--- config.mk ---
export PLATFORM = sky130hd
export DESIGN_NAME = frame_buf_multi
export DESIGN_NICKNAME = d
export VERILOG_FILES = /design/src/rtl/frame_buf_multi.sv
export SDC_FILE = /design/constraint.sdc
export NUM_CORES = 1
export LEC_CHECK = 0
export ABC_AREA = 1
export CORE_ASPECT_RATIO = 0.6
export CORE_MARGIN = 2
export CORE_UTILIZATION = 65
export CTS_CLUSTER_DIAMETER = 120
export CTS_CLUSTER_SIZE = 20
export DETAILED_ROUTE_END_ITERATION = 8
export HOLD_SLACK_MARGIN = 0.08
export MAX_ROUTING_LAYER = met4
export PLACE_DENSITY = 0.83
export SYNTH_ARGS = -nofsm -noshare
export SYNTH_HDL_FRONTEND = slang
export SYNTH_SLANG_ARGS = --single-unit
--- constraint.sdc ---
create_clock -name wr_clk -period 5.35 [get_ports wr_clk]
set_input_delay 1.07 -clock wr_clk [delete_from_list [all_inputs] [get_ports wr_clk]]
set_output_delay 1.07 -clock wr_clk [all_outputs]
set_load 0.01 [all_outputs]
--- src/rtl/frame_buf_multi.sv ---
// Multi-buffer frame store: NUM_BUFS frames of FRAME_DEPTH words in one RAM, filled in rotation
// and drained in FIFO order. Optional macro FRAME_BUF_ABORT_EN adds wr_abort to drop a partial frame.
module frame_buf_multi #(
    parameter int DATA_WIDTH    = 32,
    parameter int ADDR_WIDTH    = 3,
    parameter int BUF_SEL_WIDTH = 1,
    parameter int CNT_WIDTH     = BUF_SEL_WIDTH + 1
) (
    input  logic                  wr_clk,
    input  logic                  reset,
    input  logic                  wr_valid,
    output logic                  wr_ready,
    input  logic [DATA_WIDTH-1:0] wr_data,
    output logic                  wr_frame_done,
    input  logic                  rd_req,
    output logic                  rd_avail,
    output logic [DATA_WIDTH-1:0] rd_data,
    output logic                  rd_data_valid,
    output logic                  rd_last,
    output logic [CNT_WIDTH-1:0]  fill_count
`ifdef FRAME_BUF_ABORT_EN
    ,
    input  logic                  wr_abort
`endif
);

    localparam int FRAME_DEPTH = 1 << ADDR_WIDTH;
    localparam int NUM_BUFS    = 1 << BUF_SEL_WIDTH;
    localparam int MEM_DEPTH   = FRAME_DEPTH * NUM_BUFS;
    localparam int IDX_WIDTH   = BUF_SEL_WIDTH + ADDR_WIDTH;

    localparam logic [ADDR_WIDTH-1:0]    ADDR_ZERO = ADDR_WIDTH'(0);
    localparam logic [ADDR_WIDTH-1:0]    ADDR_ONE  = ADDR_WIDTH'(1);
    localparam logic [ADDR_WIDTH-1:0]    ADDR_LAST = ADDR_WIDTH'(FRAME_DEPTH - 1);
    localparam logic [BUF_SEL_WIDTH-1:0] BUF_ZERO  = BUF_SEL_WIDTH'(0);
    localparam logic [BUF_SEL_WIDTH-1:0] BUF_ONE   = BUF_SEL_WIDTH'(1);
    localparam logic [CNT_WIDTH-1:0]     CNT_ZERO  = CNT_WIDTH'(0);
    localparam logic [CNT_WIDTH-1:0]     CNT_ONE   = CNT_WIDTH'(1);
    localparam logic [CNT_WIDTH-1:0]     CNT_FULL  = CNT_WIDTH'(NUM_BUFS);

    typedef enum logic [0:0] {WR_IDLE = 1'b0, WR_FILL = 1'b1} wr_state_e;
    typedef enum logic [0:0] {RD_IDLE = 1'b0, RD_READ = 1'b1} rd_state_e;

    wr_state_e wr_state_q, wr_state_d;
    rd_state_e rd_state_q, rd_state_d;

    logic [BUF_SEL_WIDTH-1:0] wr_buf_q, wr_buf_d, rd_buf_q, rd_buf_d;
    logic [ADDR_WIDTH-1:0]    wr_addr_q, wr_addr_d, rd_addr_q, rd_addr_d;
    logic [CNT_WIDTH-1:0]     fill_count_q, fill_count_d;
    logic                     wr_frame_done_q, wr_frame_done_d;
    logic [DATA_WIDTH-1:0]    rd_data_q, rd_data_d;
    logic                     rd_data_valid_q, rd_data_valid_d;
    logic                     rd_last_q, rd_last_d;

    logic [DATA_WIDTH-1:0]    mem_q [MEM_DEPTH];

    logic                 wr_ready_s, rd_avail_s, wr_accept_s, rd_accept_s;
    logic                 wr_we_s, commit_s, release_s, wr_abort_s;
    logic [IDX_WIDTH-1:0] wr_idx_s, rd_idx_s;

`ifdef FRAME_BUF_ABORT_EN
    assign wr_abort_s = wr_abort;
`else
    assign wr_abort_s = 1'b0;
`endif

    assign wr_idx_s = {wr_buf_q, wr_addr_q};
    assign rd_idx_s = {rd_buf_q, rd_addr_q};

    // Handshake readiness: idle sides gate on occupancy, active sides already own their buffer.
    always_comb begin
        wr_ready_s = 1'b0;
        rd_avail_s = 1'b0;
        if (reset) begin
            wr_ready_s = 1'b0;
            rd_avail_s = 1'b0;
        end else begin
            case (wr_state_q)
                WR_IDLE: wr_ready_s = (fill_count_q != CNT_FULL);
                WR_FILL: wr_ready_s = 1'b1;
                default: wr_ready_s = 1'b0;
            endcase
            case (rd_state_q)
                RD_IDLE: rd_avail_s = (fill_count_q != CNT_ZERO);
                RD_READ: rd_avail_s = 1'b1;
                default: rd_avail_s = 1'b0;
            endcase
        end
    end

    assign wr_accept_s = wr_valid & wr_ready_s;
    assign rd_accept_s = rd_req & rd_avail_s;

    // Write FSM: abort (when built in) outranks a word accepted in the same cycle.
    always_comb begin
        wr_state_d = wr_state_q;
        wr_addr_d  = wr_addr_q;
        wr_buf_d   = wr_buf_q;
        wr_we_s    = 1'b0;
        commit_s   = 1'b0;
        case (wr_state_q)
            WR_IDLE: begin
                if (wr_accept_s) begin
                    wr_we_s    = 1'b1;
                    wr_addr_d  = ADDR_ONE;
                    wr_state_d = WR_FILL;
                end else begin
                    wr_state_d = WR_IDLE;
                end
            end
            WR_FILL: begin
                if (wr_abort_s) begin
                    wr_addr_d  = ADDR_ZERO;
                    wr_state_d = WR_IDLE;
                end else if (wr_accept_s) begin
                    wr_we_s = 1'b1;
                    if (wr_addr_q == ADDR_LAST) begin
                        commit_s   = 1'b1;
                        wr_addr_d  = ADDR_ZERO;
                        wr_buf_d   = wr_buf_q + BUF_ONE;
                        wr_state_d = WR_IDLE;
                    end else begin
                        wr_addr_d = wr_addr_q + ADDR_ONE;
                    end
                end else begin
                    wr_state_d = WR_FILL;
                end
            end
            default: begin
                wr_addr_d  = ADDR_ZERO;
                wr_state_d = WR_IDLE;
            end
        endcase
    end

    // Read FSM: the last word is captured on the release edge, freeing the buffer immediately.
    always_comb begin
        rd_state_d = rd_state_q;
        rd_addr_d  = rd_addr_q;
        rd_buf_d   = rd_buf_q;
        release_s  = 1'b0;
        case (rd_state_q)
            RD_IDLE: begin
                if (rd_accept_s) begin
                    rd_addr_d  = ADDR_ONE;
                    rd_state_d = RD_READ;
                end else begin
                    rd_state_d = RD_IDLE;
                end
            end
            RD_READ: begin
                if (rd_accept_s) begin
                    if (rd_addr_q == ADDR_LAST) begin
                        release_s  = 1'b1;
                        rd_addr_d  = ADDR_ZERO;
                        rd_buf_d   = rd_buf_q + BUF_ONE;
                        rd_state_d = RD_IDLE;
                    end else begin
                        rd_addr_d = rd_addr_q + ADDR_ONE;
                    end
                end else begin
                    rd_state_d = RD_READ;
                end
            end
            default: begin
                rd_addr_d  = ADDR_ZERO;
                rd_state_d = RD_IDLE;
            end
        endcase
    end

    // Occupancy, commit pulse and the registered read port.
    always_comb begin
        fill_count_d    = fill_count_q;
        if (commit_s && !release_s) begin
            fill_count_d = fill_count_q + CNT_ONE;
        end else if (release_s && !commit_s) begin
            fill_count_d = fill_count_q - CNT_ONE;
        end else begin
            fill_count_d = fill_count_q;
        end
        wr_frame_done_d = commit_s;
        rd_data_valid_d = rd_accept_s;
        rd_last_d       = rd_accept_s & (rd_state_q == RD_READ) & (rd_addr_q == ADDR_LAST);
        if (rd_accept_s) begin
            rd_data_d = mem_q[rd_idx_s];
        end else begin
            rd_data_d = rd_data_q;
        end
    end

    // Frame storage; contents deliberately survive reset.
    always_ff @(posedge wr_clk) begin
        if (wr_we_s) begin
            mem_q[wr_idx_s] <= wr_data;
        end
    end

    // State registers with synchronous reset.
    always_ff @(posedge wr_clk) begin
        if (reset) begin
            wr_state_q      <= WR_IDLE;
            rd_state_q      <= RD_IDLE;
            wr_buf_q        <= BUF_ZERO;
            rd_buf_q        <= BUF_ZERO;
            wr_addr_q       <= ADDR_ZERO;
            rd_addr_q       <= ADDR_ZERO;
            fill_count_q    <= CNT_ZERO;
            wr_frame_done_q <= 1'b0;
            rd_data_q       <= {DATA_WIDTH{1'b0}};
            rd_data_valid_q <= 1'b0;
            rd_last_q       <= 1'b0;
        end else begin
            wr_state_q      <= wr_state_d;
            rd_state_q      <= rd_state_d;
            wr_buf_q        <= wr_buf_d;
            rd_buf_q        <= rd_buf_d;
            wr_addr_q       <= wr_addr_d;
            rd_addr_q       <= rd_addr_d;
            fill_count_q    <= fill_count_d;
            wr_frame_done_q <= wr_frame_done_d;
            rd_data_q       <= rd_data_d;
            rd_data_valid_q <= rd_data_valid_d;
            rd_last_q       <= rd_last_d;
        end
    end

    assign wr_ready      = wr_ready_s;
    assign rd_avail      = rd_avail_s;
    assign wr_frame_done = wr_frame_done_q;
    assign rd_data       = rd_data_q;
    assign rd_data_valid = rd_data_valid_q;
    assign rd_last       = rd_last_q;
    assign fill_count    = fill_count_q;

endmodule

; ---- Word level (Yosys, flattened, before mapping)
; Memories as Yosys holds them, arrays and structs flattened. A register that Yosys moved wholly into a read port is not among the register bits.
; Cells that the tools add are included.
[totals]
register_bits = 15
mem_bits_rw = 512
inputBits = 36
output_inout_bits = 39
wordCells = 70
n_memories = 1
[op_classes]
n_addsub = 6
eq_ne = 7
muxes = 30
n_bitwise = 6
reduce_logical = 10
[memory_table]
columns = name, words, word_bits, rd, rd_clocked_by_memory_dff, wr, line
row1 = mem_q, 16, 32, 1, 1, 1, 55  ; logic [DATA_WIDTH-1:0] mem_q [MEM_DEPTH];
[ops]
columns = cell, n
row1 = $mux W3, 6
row2 = $mux W1, 16
row3 = $pmux W3 S2, 2
row4 = $pmux W1 S2, 4
row5 = $add A3 B1 Y3 const B, 2
row6 = $eq A3 B3 Y1 const B, 2
row7 = $ne A2 B2 Y1 const B, 3
row8 = $reduce_and A3 Y1, 2
row9 = $and A1 B1 Y1, 4
row10 = $mux W2, 2
row11 = $ne A2 B1 Y1 const B, 2
row12 = $reduce_and A2 Y1, 2
row13 = $reduce_bool A2 Y1, 2
row14 = $add A1 B1 Y1 const B, 2
row15 = $add A2 B1 Y2 const B, 1
row16 = $logic_and A1 B1 Y1, 2
row17 = $logic_not A1 Y1, 2
row18 = $not A1 Y1, 2
row19 = $sub A2 B1 Y2 const B, 1

; ---- Longest topological paths before layout
; Gate-level depths: netlist (run 1).
[logic_depth]
word_depth = 10
depth_mapped = 12
ltp_nobuf = 11

; ---- Worst setup path before layout (run 1)
; OpenSTA, ideal clock, no wires.
[synth_path]
path_kind = input-to-reg
start = in reset
end = mem mem_q[0][0], enable pin
setup_time_ns = 0.421
arrival_ns = 2.846
required_time_ns = 4.929
path_slack_ns = 2.083
cell_stages = 5
path_buffers = 0
cell_sequence = inv_2 -> nand3_2 -> inv_1 -> nand2_1 -> nor2_1
[synth_between]
elab_chain_cells = 5
[synth_rtl]
columns = element, line
row1 = start: declaration, 10  ; input logic reset,
row2 = $mux W1, 74  ; if (reset) begin
row3 = $and A1 B1 Y1, 91  ; assign wr_accept_s = wr_valid & wr_ready_s;
row4 = $mux W1, "103, 115"
row5 = $mux W1, 194  ; if (wr_we_s) begin
row6 = $mux W1 (not written as such), 195  ; mem_q[wr_idx_s] <= wr_data;
row7 = end: declaration, 55
; Every way passes these cells.

; ---- Final worst setup path (run 1)
[layout_path]
start = in reset
end = out wr_ready
[layout_between]
elab_chain_cells = 1
[layout_rtl]
columns = element, line
row1 = $mux W1, 74
row2 = end: declaration, 12  ; output logic wr_ready,
; Every way passes these cells.

==> impl_metrics.json, run 1 <==
{
  "cp_num_buf_inv": 5,
  "hold_path.class": "reg2reg",
  "firstDrtPassIters": 6,
  "crit_cells": 6,
  "wl_per_cell_um": 20.78,
  "fin_util_pct": 70.21,
  "die_w_um": 250,
  "synthTopCellsByArea": "edfxtp_1 65%, nand2_1 14%, nand3_1 7.5%, inv_1 4.9%, dfxtp_1 4.0%",
  "post-dp-hpwl_um": 34090,
  "synthArstFlopShare_pct": 0,
  "htreeDepth": 1,
  "crit_fanout": 26,
  "dp.cells": 2719,
  "wirelength_um": 57680,
  "cts_tree": "yes",
  "ys_seq_elements": 559,
  "postCtsSetupBuffers": 0,
  "cts.path.max_buffers": 3,
  "synth_flop_cell": "edfxtp_1",
  "rsz0062_at_grt": "false",
  "synthTopCellsByCount": "887 x nand2_1, 512 x edfxtp_1, 355 x nand3_1",
  "drc": 0,
  "port_buffers": 74,
  "routed_via_density": 5.755,
  "avgSynthCellArea_um2": 10.38,
  "io_pins": 75,
  "p_sw_mw": 1.473,
  "final_hold_viol_count": 0,
  "leakagePower_nw": 10.46,
  "reg2regPathDepth": 8,
  "power_frac_clock_pct": 32.9,
  "netlist_area_um2": 23600,
  "rows": 54,
  "drt_iter0_markers": 2433,
  "route.vias.total": 15980,
  "cts.repair.resized": 0,
  "period_share_pct": 77.56,
  "p_int_mw": 5.919,
  "grt_pass1_vias": 14960,
  "ys_warn_count": 0,
  "synth_top_area_share_pct": 65.14,
  "min_delay_path_depth": 2,
  "fin_crit_ps": 4149,
  "nets": 2320,
  "grt_pass1_wl_um": 87700,
  "cts_hold_buffers": 0,
  "seq_area_frac_synth_pct": 69.13,
  "antennaDiodeCount": 0,
  "layout-drive-gt1-share_pct": 3.130,
  "pre_cts_slack_ps": 1204,
  "grt-ovfl-total": 0,
  "core_area_um2": 36080,
  "fin_tns_setup_ps": 0,
  "tightest_slew_ps": 1273,
  "slew-limit-headroom_pct": 15.02,
  "worstSetupStartpointType": "input pin",
  "die_y_um": 151.6,
  "track_usage_pct": 31.81,
  "start_util_pct": 65.41,
  "worst_path_largest_cell_delay_ps": 560,
  "synth.most_common_cell": "nand2_1",
  "postSynthCellCount": 2273,
  "postRouteAntennaNets": 0,
  "gp_congestion": 0.9383,
  "crit_type": "in2out",
  "crit_required_ps": 4280,
  "root_buffer": "clkbuf_16",
  "critical_path.cell_chain": "clkdlybuf4s50_1, inv_2, buf_4, nand2_1, inv_1, clkdlybuf4s50_1",
  "path_clk_slew_ps": 80,
  "p_seq_share_pct": 64.8,
  "synth-edff-count": 512,
  "synth_nets": 2317,
  "crit_path_end_kind": "primary output",
  "cap_viol_max_count": 0,
  "clk_latency_ps": 600,
  "placed_area_um2": 24460,
  "power.density_nw_per_um2": 291.8,
  "grt_max_degree": 157,
  "final_area_um2": 25330,
  "antenna_found_initial": 0,
  "synthDistinctLibCells": 23,
  "n_fill_cell": 2537,
  "combPwrFrac_pct": 2.3,
  "stdcell_count": 2776,
  "crit_arrival_ps": 3080,
  "worst_slack_ps": 1201,
  "yosysTopAreaCell": "edfxtp_1",
  "area_growth_pct": 7.332,
  "die_area_um2": 37900,
  "cp_slowest_cell": "clkdlybuf4s50_1",
  "drv_slew": 0,
  "cts-buffers-inserted": 31,
  "fin_worst_skew_ps": 15.31,
  "clkSinkCount": 559,
  "sw_frac_of_total_pct": 19.93,
  "setup-violations-final": 0,
  "vdd_ir_drop_max_uv": 297.5,
  "fmaxAchievable_mhz": 241.0,
  "status": "complete, no violations",
  "crit_family": "buffers and inverters",
  "crit_top_cell": "clkdlybuf4s50_1"
}
cell type report:
type	instances	area (um2)	share of cell area (%)
Clock buffer	57	873.3	3.448
Inverter	309	1167	4.608
Multi-Input combinational cell	1290	5522	21.80
Sequential cell	559	16330	64.45
Tap cell	476	595.6	2.351
Timing Repair Buffer	85	848.3	3.349
layout by cell type (no fill, tap or decap), types with 3 or more instances in the layout:
| cell | instances |
|---|---|
| nand2_1 | 887 |
| edfxtp_1 | 512 |
| nand3_1 | 355 |
| inv_1 | 304 |
| clkdlybuf4s50_1 | 74 |
| dfxtp_1 | 43 |
| clkbuf_16 | 31 |
| clkbuf_1 | 26 |
| nor2_4 | 16 |
| a21oi_1 | 11 |
| buf_4 | 9 |
| ha_1 | 8 |
| o21ai_0 | 4 |
| inv_2 | 3 |
worst register-to-register path, cell delays in order, from the launching register on:
cell and delay (ps):
dfxtp_4 710, buf_4 650, buf_4 580, nand3_1 150, nand3_1 200, nand3_1 200, nand3_1 180, nand2_1 70
inv_1 40
state kept, by name, indices dropped and copies added, names as in the netlist:
register and count:
fill_count 2, mem_q 512, rd_addr_q 3, rd_buf_q 1
rd_data 32, rd_data_valid 1, rd_last 1, rd_state_q 1
wr_addr_q 3, wr_buf_q 1, wr_frame_done 1, wr_state_q 1
stage by stage:
stage	hold WS, ps	power, mW
floorplan	444.1	4.927
global placement	453.2	5.048
detailed placement	471.1	5.054
CTS	489.4	7.397
global route	512.5	7.550
finish	494.1	7.393
path summary, 6_finish.rpt:
| path | startpoint | end | slack, ps |
|---|---|---|---|
| worst max register to register | rd_addr_q[1] | rd_data[17] | 2510 |
| worst min register to register | wr_state_q | wr_state_q | 490 |
| worst min-delay path | wr_state_q | wr_state_q | 490 |
| worst max-delay path | reset | wr_ready | 1200 |
power groups by stage:
| stage | Sequential [mW] | Combinational, mW | Clock, mW |
|---|---|---|---|
| finish | 4.79 | 0.170 | 2.43 |
| global route | 4.79 | 0.178 | 2.58 |
| CTS | 4.79 | 0.165 | 2.44 |
| detailed placement | 4.89 | 0.165 | 0 |
| global placement | 4.89 | 0.160 | 0 |
| floorplan | 4.89 | 0.0390 | 0 |
per-layer routing:
metal,GRT usage (%),up-vias,routed length [um]
met5,-,-,0
met4,7.904,0,1445
met3,5.740,112,6631
met2,49.04,982,26410
met1,44.84,7529,23200
li1,-,7354,-
kinds of logic after synthesis:
kind of cell,share of synthesized area [%]
buffers and inverters,7.984
flip-flops,69.13
AND/OR/NAND/NOR,22.04
AO/OA/AOI/OAI,0.4188
adder cells (fa/ha/maj),0.4241
Note: power is estimated with default switching activity, not from simulation.
==> inputs of run 2 (changes only) <==
Settings changed: CORE_UTILIZATION 65 to 55, PLACE_DENSITY 0.83 to 0.74.
Clock period 5.35 ns to 3.5 ns, I/O delays scaled along.
==> run 2 against run 1 <==
Critical path depth is 1 lower. Sequential cell count stayed put. Non-clock buffer count is 34 higher. Via count is 1.3% lower. Wire length is 0.26% lower. Utilization is 8.8 points lower.
==> impl_metrics.json, run 2 (same netlist as run 1, synthesis figures left out) <==
{
  "layout-drive-gt1-share_pct": 4.542,
  "routed_via_density": 5.432,
  "fin_worst_skew_ps": 18.25,
  "setup-violations-final": 0,
  "crit_arrival_ps": 2290,
  "most-common-layout-cells": "887 x nand2_1, 512 x edfxtp_1, 355 x nand3_1",
  "r2r_setup_slack_ps": 1150,
  "core_area_um2": 42090,
  "drt_iter0_markers": 1937,
  "postCtsSetupBuffers": 0,
  "power.density_nw_per_um2": 437.6,
  "post-dp-hpwl_um": 34260,
  "slew-limit-headroom_pct": 16.07,
  "min_delay_path_depth": 2,
  "path_clk_slew_ps": 90,
  "grt_max_degree": 107,
  "final_area_um2": 25830,
  "crit_fanout": 16,
  "die_y_um": 164.5,
  "worstSetupStartpointType": "input pin",
  "htreeDepth": 1,
  "io_pins": 75,
  "start_util_pct": 56.07,
  "grt_pass1_vias": 14920,
  "combPwrFrac_pct": 2.3,
  "period_share_pct": 85.29,
  "area_growth_pct": 9.442,
  "final_common_cell": "nand2_1",
  "p_seq_share_pct": 64.7,
  "vdd_ir_drop_max_uv": 394.2,
  "power_frac_clock_pct": 33.0,
  "final_hold_viol_count": 0,
  "cts-buffers-inserted": 31,
  "crit_top_cell": "clkdlybuf4s50_1",
  "antenna_found_initial": 0,
  "cts_tree": "yes",
  "hold_end": "wr_state_q",
  "postRouteAntennaNets": 0,
  "status": "complete, no violations",
  "largest_register_ffs": 512,
  "fmaxAchievable_mhz": 335.0,
  "p_int_mw": 9.051,
  "crit_required_ps": 2800,
  "route.vias.total": 15780,
  "cts.path.max_buffers": 3,
  "wirelength_um": 57530,
  "tightest_slew_ps": 1258,
  "die_area_um2": 44640,
  "sw_frac_of_total_pct": 19.93,
  "worst_path_largest_cell_delay_ps": 550,
  "port_buffers": 74,
  "crit_type": "in2out",
  "reg2regPathDepth": 9,
  "critical_path.cell_chain": "clkdlybuf4s50_1, inv_2, nand2_1, inv_1, clkdlybuf4s50_1",
  "crit_path_end_kind": "primary output",
  "rsz0062_at_grt": "false",
  "die_w_um": 271.4,
  "antennaDiodeCount": 0,
  "clkSinkCount": 559,
  "fin_crit_ps": 2985,
  "reg2reg_from": "rd_addr_q[0]",
  "cts_hold_buffers": 0,
  "drc": 0,
  "fin_tns_setup_ps": 0,
  "firstDrtPassIters": 6,
  "nets": 2354,
  "cp_slowest_cell": "clkdlybuf4s50_1",
  "p_sw_mw": 2.252,
  "placed_area_um2": 24960,
  "hold_path.class": "reg2reg",
  "rows": 58,
  "regMostFlops": "mem_q",
  "hold_start": "wr_state_q",
  "wl_per_cell_um": 19.81,
  "root_buffer": "clkbuf_16",
  "cts.repair.resized": 0,
  "regToRegEndpoint": "rd_data[14]",
  "track_usage_pct": 26.85,
  "gp_congestion": 0.8463,
  "clk_latency_ps": 610,
  "grt-ovfl-total": 0,
  "grt_pass1_wl_um": 88510,
  "cap_viol_max_count": 0,
  "drv_slew": 0,
  "leakagePower_nw": 10.67
}
run 2: cell types whose count changed in the layout (fill, tap and decap cells not counted), sizes merged:
cell	before	now
buf	11	45
run 2: how the worst max path moves through the flow:
stage / from / slack (ps) / end / cells past startpoint
floorplan: reset / 600 / mem_q[0][0] / 5
global placement: reset / 340 / mem_q[5][8] / 7
detailed placement: reset / 270 / mem_q[5][26] / 7
CTS: reset / 520 / wr_ready / 5
global route: reset / 400 / wr_ready / 5
finish: reset / 510 / wr_ready / 5
run 2: metal layers:
metal	wire, um	vias to the layer above	part of all wire, %	track usage [%]
met4	1127	0	2.0	5.819
met3	5191	67	9.0	3.315
li1	-	7423	-	-
met1	24560	7512	43	38.47
met5	0	-	0	-
met2	26650	773	46	41.80
run 2: cell type report:
type	instances	area, um2
Tap cell	570	713.2
Inverter	309	1167
Sequential cell	559	16330
Clock buffer	57	873.3
Timing Repair Buffer	119	1229
Fill cell	3367	16260
Multi-Input combinational cell	1290	5522
run 2: stage by stage:
step                      total power, mW  hold slack, ps  worst slack, ps  utilization, %  std cells
after detailed placement            7.728           460.7            268.3           59.29       2847
after global placement              7.721           457.8            339.6           59.29       2847
final                               11.30           477.0            514.9           61.37       2904
after floorplan                     7.531           444.1            603.0               -       2273
after CTS                           11.34           474.5            521.5           61.37       2904
after global routing                11.62           517.8            404.4           61.37       2904
run 2: power groups by stage:
stage               Sequential [mW]  Clock [mW]  Combinational [mW]
finish                         7.32        3.73               0.259
CTS                            7.32        3.77               0.257
detailed placement             7.47           0               0.257
global placement               7.47           0               0.251
global route                   7.32        4.02               0.279
floorplan                      7.47           0              0.0597
run 2: worst max-delay path, delay by kind of cell:
family / cells / cell delay [ps]
buffers and inverters: 4 / 1490
and+or+nand+nor: 1 / 100
